===== src/rtl/window_gen_3x3.sv =====
`default_nettype none
// ============================================================================
// Module      : window_gen_3x3
// Description : Streaming 3x3 window generator over a raster pixel stream,
//               two line buffers, valid-only windows (no padding).
// Revision    : 1.0 - initial release
// ============================================================================
module window_gen_3x3 #(
    parameter int DATA_W = 32,
    parameter int IMG_W  = 28,
    parameter int IMG_H  = 28
) (
    input  logic              clk,
    input  logic              rst,
    input  logic              sof,
    input  logic              pix_valid,
    input  logic [DATA_W-1:0] pix_in,
    output logic              win_valid,
    output logic [DATA_W-1:0] win_0,
    output logic [DATA_W-1:0] win_1,
    output logic [DATA_W-1:0] win_2,
    output logic [DATA_W-1:0] win_3,
    output logic [DATA_W-1:0] win_4,
    output logic [DATA_W-1:0] win_5,
    output logic [DATA_W-1:0] win_6,
    output logic [DATA_W-1:0] win_7,
    output logic [DATA_W-1:0] win_8,
    output logic              frame_done
);

    localparam int c_COL_W = (IMG_W > 1) ? $clog2(IMG_W) : 1;
    localparam int c_ROW_W = (IMG_H > 1) ? $clog2(IMG_H) : 1;

    localparam logic [c_COL_W-1:0] c_COL_LAST = c_COL_W'(IMG_W - 1);
    localparam logic [c_ROW_W-1:0] c_ROW_LAST = c_ROW_W'(IMG_H - 1);
    localparam logic [c_COL_W-1:0] c_COL_TWO  = c_COL_W'(2);
    localparam logic [c_ROW_W-1:0] c_ROW_TWO  = c_ROW_W'(2);
    localparam logic [c_COL_W-1:0] c_COL_ONE  = c_COL_W'(1);
    localparam logic [c_ROW_W-1:0] c_ROW_ONE  = c_ROW_W'(1);

    logic [c_COL_W-1:0] r_col;
    logic [c_ROW_W-1:0] r_row;
    logic [c_COL_W-1:0] w_col_eff;
    logic [c_ROW_W-1:0] w_row_eff;
    logic               w_col_last;
    logic               w_row_last;
    logic               w_win_ok;

    logic [DATA_W-1:0]  r_lb0 [IMG_W];
    logic [DATA_W-1:0]  r_lb1 [IMG_W];
    logic [DATA_W-1:0]  w_lb0_rd;
    logic [DATA_W-1:0]  w_lb1_rd;

    logic [DATA_W-1:0]  r_sh      [9];
    logic [DATA_W-1:0]  w_sh_next [9];
    logic [DATA_W-1:0]  r_out     [9];
    logic               r_win_valid;
    logic               r_frame_done;

    // sof forces the current pixel to position (0,0) regardless of the counters
    assign w_col_eff  = sof ? '0 : r_col;
    assign w_row_eff  = sof ? '0 : r_row;
    assign w_col_last = (w_col_eff == c_COL_LAST);
    assign w_row_last = (w_row_eff == c_ROW_LAST);
    assign w_win_ok   = (w_row_eff >= c_ROW_TWO) && (w_col_eff >= c_COL_TWO);

    assign w_lb0_rd = r_lb0[w_col_eff];
    assign w_lb1_rd = r_lb1[w_col_eff];

    always_ff @(posedge clk) begin
        if (pix_valid) begin
            r_lb1[w_col_eff] <= w_lb0_rd;
            r_lb0[w_col_eff] <= pix_in;
        end
    end

    for (genvar gr = 0; gr < 3; gr++) begin : g_shift
        assign w_sh_next[gr*3 + 0] = r_sh[gr*3 + 1];
        assign w_sh_next[gr*3 + 1] = r_sh[gr*3 + 2];
    end
    assign w_sh_next[2] = w_lb1_rd;
    assign w_sh_next[5] = w_lb0_rd;
    assign w_sh_next[8] = pix_in;

    always_ff @(posedge clk or negedge rst) begin
        if (!rst) begin
            r_col <= '0;
            r_row <= '0;
        end else if (pix_valid) begin
            if (w_col_last) begin
                r_col <= '0;
                r_row <= w_row_last ? '0 : (w_row_eff + c_ROW_ONE);
            end else begin
                r_col <= w_col_eff + c_COL_ONE;
                r_row <= w_row_eff;
            end
        end else if (sof) begin
            r_col <= '0;
            r_row <= '0;
        end
    end

    // The shift register moves on every accepted pixel; the visible taps only
    // update when the shifted contents form a complete in-image window.
    always_ff @(posedge clk or negedge rst) begin
        if (!rst) begin
            r_win_valid  <= 1'b0;
            r_frame_done <= 1'b0;
            for (int k = 0; k < 9; k++) begin
                r_sh[k]  <= '0;
                r_out[k] <= '0;
            end
        end else begin
            r_win_valid  <= pix_valid && w_win_ok;
            r_frame_done <= pix_valid && w_col_last && w_row_last;
            if (pix_valid) begin
                for (int k = 0; k < 9; k++) begin
                    r_sh[k] <= w_sh_next[k];
                end
                if (w_win_ok) begin
                    for (int k = 0; k < 9; k++) begin
                        r_out[k] <= w_sh_next[k];
                    end
                end
            end
        end
    end

    assign win_valid  = r_win_valid;
    assign frame_done = r_frame_done;
    assign win_0      = r_out[0];
    assign win_1      = r_out[1];
    assign win_2      = r_out[2];
    assign win_3      = r_out[3];
    assign win_4      = r_out[4];
    assign win_5      = r_out[5];
    assign win_6      = r_out[6];
    assign win_7      = r_out[7];
    assign win_8      = r_out[8];

endmodule
`default_nettype wire


===== config.mk =====
export PLATFORM = sky130hd
export DESIGN_NAME = window_gen_3x3
export DESIGN_NICKNAME = d
export VERILOG_FILES = /design/src/rtl/window_gen_3x3.sv
export SDC_FILE = /design/constraint.sdc
export NUM_CORES = 2
export LEC_CHECK = 0
export ABC_CLOCK_PERIOD_IN_PS = 12610
export CAP_MARGIN = 0
export CORE_UTILIZATION = 50
export DETAILED_ROUTE_END_ITERATION = 8
export DONT_BUFFER_PORTS = 1
export PLACE_DENSITY = 0.66
export SYNTH_ARGS = -nofsm -noshare
export SYNTH_HDL_FRONTEND = slang
export SYNTH_SLANG_ARGS = --single-unit
export TNS_END_PERCENT = 5

===== constraint.sdc =====
create_clock -name clk -period 12.61 [get_ports clk]
set_input_delay 1.261 -clock clk [delete_from_list [all_inputs] [get_ports clk]]
set_output_delay 1.261 -clock clk [all_outputs]
set_load 0.02 [all_outputs]

After elaboration in Yosys (flattened, before gate mapping)
Memories as Yosys holds them, arrays and structs flattened.
Cells that the tools add are included.
{ "totals": {"register_bits": 492, "ram_bits": 1792, "input_bits": 36, "out_inout_bits": 290, "wordCells": 41, "memories": 2} }
{ "classes": {"add_sub_neg": 2, "magnitude_cmp": 2, "n_eq_ne": 2, "mux": 9, "n_reduce_logical": 5} }
{ "mem_list": {"columns": ["name", "words", "width", "read_ports", "rd_ports_with_merged_regs", "write_ports", "line_no", "text"], "rows": [
  ["r_lb0", 28, 32, 1, 0, 1, "49", "logic [DATA_W-1:0] r_lb0 [IMG_W];"],
  ["r_lb1", 28, 32, 1, 0, 1, "50", "logic [DATA_W-1:0] r_lb1 [IMG_W];"]
]} }
{ "ops": {"columns": ["operator", "n"], "rows": [
  ["$mux W5", 7],
  ["$add A5 B1 Y5 const B", 2],
  ["$eq A5 B5 Y1 const B", 2],
  ["$ge A5 B2 Y1 const B", 2],
  ["$logic_and A1 B1 Y1", 4],
  ["$mux W1", 2],
  ["$reduce_and A2 Y1", 1]
]} }

Depth between registers and ports, before layout
{ "logic_depth": {"ltp_word": 5, "depth_mapped": 11, "mapped_depth_nobuf": 6} }

Worst setup path after synthesis
OpenSTA, ideal clock, no wires.
{ "synth_timing": {"path_kind": "input to register", "startpoint": "in sof", "endpoint": "mem r_lb0[25][0], enable pin", "setup_ps": 564, "arrival_time_ps": 6835, "required_ps": 12046, "path_slack_ps": 5211, "stages": 8, "path_buffers": 5, "cell_sequence": "buf_6 buf_4 nor2b_1 buf_2 buf_2 buf_2 nand3b_1 nor3_1"} }
{ "synth_via": {"elab_chain_cells": 1} }
{ "synth_lines": {"columns": ["element", "line_no", "text"], "rows": [
  ["start, declared", "15", "input logic sof,"],
  ["$mux W5", null, null],
  ["end, declared", "49", null]
]} }
Every way passes these cells.

Worst setup path after layout
{ "layout_timing": {"startpoint": "reg r_col[0]", "endpoint": "mem r_lb1[10][25], data pin"} }
{ "layout_via": {"elab_chain_cells": 2} }
{ "layout_lines": {"columns": ["element", "line_no", "text"], "rows": [
  ["start, declared", "41", "logic [c_COL_W-1:0] r_col;"],
  ["start signal, assigned", "94", "r_col <= w_col_eff + c_COL_ONE;"],
  ["$mux W5", null, null],
  ["$mem_v2 Z28 W32", null, null],
  ["net w_lb0_rd[25]", "51", "logic [DATA_W-1:0] w_lb0_rd;"],
  ["end, declared", "50", null]
]} }
The timed path passes the listed nets, and every way through them passes these cells.

==> out/qor.csv <==
stage,metric,value,unit
sta,slew_headroom,-1.70,%
detailed_routing,wirelength,246000,um
yosys,ys_async_sr_fraction,21.5,%
clock_network,cts_sinks,2284,
die,rows,154,
clock_network,cts_tree,built,
detailed_routing,dr.pass1.iters,9,
placement,hpwl,135000,um
critical_path,critPathSlowestCell,nand2_1,
yosys,ys_types,67,
sta,fin_crit_sh,42.5,%
global_routing,antenna_found_initial,13,
global_routing,grt_pass1_vias,48400,
power_and_ir_drop,leakage,33.9,nW
yosys,yosysWarnings,0,
yosys,synthesis.nets,5514,
die,die_h,424,um
yosys,synth_area_per_cell,16.2,um^2
global_routing,grt_overflow,0,
finish,design_area,0.0983,mm^2
finish,finalNetCount,5480,
sta,fmax,186,MHz
die,die_x,424,um
global_routing,track_usage,27.2,%
yosys,yosysTopAreaCell,edfxtp_1,
detailed_routing,drc,40,
clock_network,insertion_delay,880,ps
sta,finalCriticalPeriod,5360,ps
clock_network,post-cts-setup-buffers,0,
clock_network,path_clk_slew,60,ps
critical_path,start_kind,flip-flop,
yosys,synth_area,0.0889,mm^2
worst_hold_path,hold_class,in -> async,
finish,drive_gt1_share,17.3,%
sta,worst_pin_slew,1530,ps
run_status,violations,"design-rule violations, max-slew violations",
critical_path,critPathMaxStageDelay,810,ps
sta,slew_viol_final,21,
critical_path,worstPathArrival,5730,ps
sta,setup_tns,0,ps
placement,dpl_cell_area,0.0914,mm^2
run_status,status,"complete, but fails checks",
finish,final_common_cell,edfxtp_1,
clock_network,post_cts_resized,0,
placement,gp_congestion,0.835,
power_and_ir_drop,vdd_drop_max,0.173,mV
finish,layout_common_cells,"edfxtp_1, nand2_1, dfrtp_1",
clock_network,clockBufferDepth,3,
sta,rsz0062_at_grt,no,
critical_path,cp-end-kind,flip-flop,
detailed_routing,vias_per_cell,6.26,
die,initial_core_util,50.4,%
global_routing,grt_max_degree,493,
yosys,synth_edf_count,1792,
die,ios,326,
critical_path,critPathKind,reg -> reg,
die,die-area,0.180,mm^2
placement,io_buffers,0,
critical_path,crit_chain,buf_12 -> buf_4 -> buf_12 -> mux4_2 -> a22o_1 -> a221oi_1 -> nand2_1,
clock_network,ctsHoldBuffers,0,
finish,fin_cells,7972,
critical_path,crit_top_cell,buf_12,
sta,setup_viol,0,
sta,fin_worst_skew,50.6,ps
global_routing,grt_pass1_wl,352000,um
yosys,synthCells,5477,
run,cap_violations,0,
detailed_routing,drtIter0Drc,7018,
detailed_routing,via_count,49900,
critical_path,cp_max_fo,133,
yosys,yosysSeqAreaShare,74.4,%
critical_path,cp.required,12970,ps
yosys,synth_top_area_share,60.5,%
clock_network,htree_levels,4,
sta,holdWs,120,ps
yosys,synthTopCellsByArea,"edfxtp_1, dfrtp_1, mux4_2, mux2_2, nand2_1",
die,coreArea,0.176,mm^2
finish,area_delta_synth_final,10.5,%
clock_network,clockRootBuffer,clkbuf_16,
yosys,synth-main-ff-cell,edfxtp_1,
detailed_routing,wl_per_cell,30.8,um
power_and_ir_drop,power.density,166,mW/mm^2
sta,hold_viol,0,
clock_network,cts_buffers,216,
placement,dp_cells,7565,
yosys,synth-seq-cells,2284,
detailed_routing,ant_nets,0,
## layout make-up
| class | instances | area, um^2 |
|---|---|---|
| fillers | 13500 | 78200 |
| clock buffers | 318 | 6110 |
| clock inverters | 88 | 798 |
| well taps | 2340 | 2930 |
| multi-input cells | 2818 | 21400 |
| diodes | 1 | 2.50 |
| repair buffers | 114 | 906 |
| inverters | 9 | 41.3 |
| flip-flops and latches | 2284 | 66100 |
## report_power, final
group / switching [W] / total (W) / internal (W) / leakage, nW
clock: 0.00277 / 0.00633 / 0.00356 / 3.38
sequential: 0.000179 / 0.00864 / 0.00846 / 22.5
combinational: 0.000821 / 0.00131 / 0.000489 / 7.98
total: 0.00377 / 0.0163 / 0.0125 / 33.9
## path summary, 6_finish.rpt
| path | startpoint | endpoint | slack, ps | depth (start not counted) |
|---|---|---|---|---|
| max | r_col[0] | r_lb1[10][25] | 7250 | 7 |
| min | rst | win_6[29] | 120 | 0 |
| max reg2reg | r_col[0] | r_lb1[10][25] | 7250 | 7 |
| min reg2reg | r_sh[237] | win_0[13] | 460 | 2 |
| max in group asynchronous | rst | win_2[6] | 11280 | 0 |
| min in group clk | r_sh[237] | win_0[13] | 460 | 2 |
## sequential cells by signal, indices dropped and copies added, names as in the netlist
name,cells
win_6,32
win_0,32
win_8,32
r_row,5
win_3,32
r_lb0,896
frame_done,1
r_col,5
win_7,32
r_sh,192
win_5,32
win_2,32
win_1,32
r_lb1,896
win_valid,1
win_4,32
## routing by layer
layer	up-vias	part of all wire [%]	routed length, um	track usage [%]
met3	449	11	26800	6.16
met2	2759	46	113000	42.0
met4	8	3.4	8400	9.20
met5	-	0.023	57	0
met1	25700	40	97000	38.2
li1	20900	-	-	-
## cell families (layout without fill, tap and decap cells)
family / count (synthesis) / in the layout / share of synthesized area (%)
AND/OR/NAND/NOR: 1363 / 1363 / 6.93
other: 0 / 1 / 0
multiplexers: 585 / 585 / 9.97
adder cells (fa/ha/maj): 1 / 1 / 0.0141
buffers and inverters: 375 / 529 / 1.94
flip-flops: 2284 / 2284 / 74.4
XOR/XNOR: 3 / 3 / 0.0296
AO/OA/AOI/OAI: 866 / 866 / 6.77
## critical path: cells and delay by family (launching register included)
| family | cells | cell delay (ps) |
|---|---|---|
| mux | 1 | 410 |
| simple gates | 1 | 810 |
| compound gates | 2 | 1010 |
| buf+inv | 3 | 1900 |
| flops | 1 | 420 |
## synth_stat cells (all sizes together) (17+ instances only)
| master | count |
|---|---|
| edfxtp | 1792 |
| nand2 | 783 |
| dfrtp | 492 |
| nor2b | 291 |
| mux2 | 283 |
| buf | 217 |
| mux4 | 212 |
| a21oi | 199 |
| nor2 | 184 |
| a31oi | 160 |
| clkbuf | 149 |
| o221ai | 102 |
| a22oi | 94 |
| mux2i | 90 |
| a211oi | 68 |
| a32oi | 56 |
| o21ai | 54 |
| nand2b | 47 |
| a22o | 45 |
| a221oi | 17 |
## per-stage QoR
step           util, %  power (W)  setup slack [ps]
2_1_floorplan        -    0.00963              5210
3_3_place_gp      51.8     0.0101              7060
3_5_place_dp      51.8     0.0101              6970
4_1_cts           55.7     0.0163              7430
5_1_grt           55.7     0.0167              7130
6_report          55.7     0.0163              7250
Power figures use the tool's default switching activity.
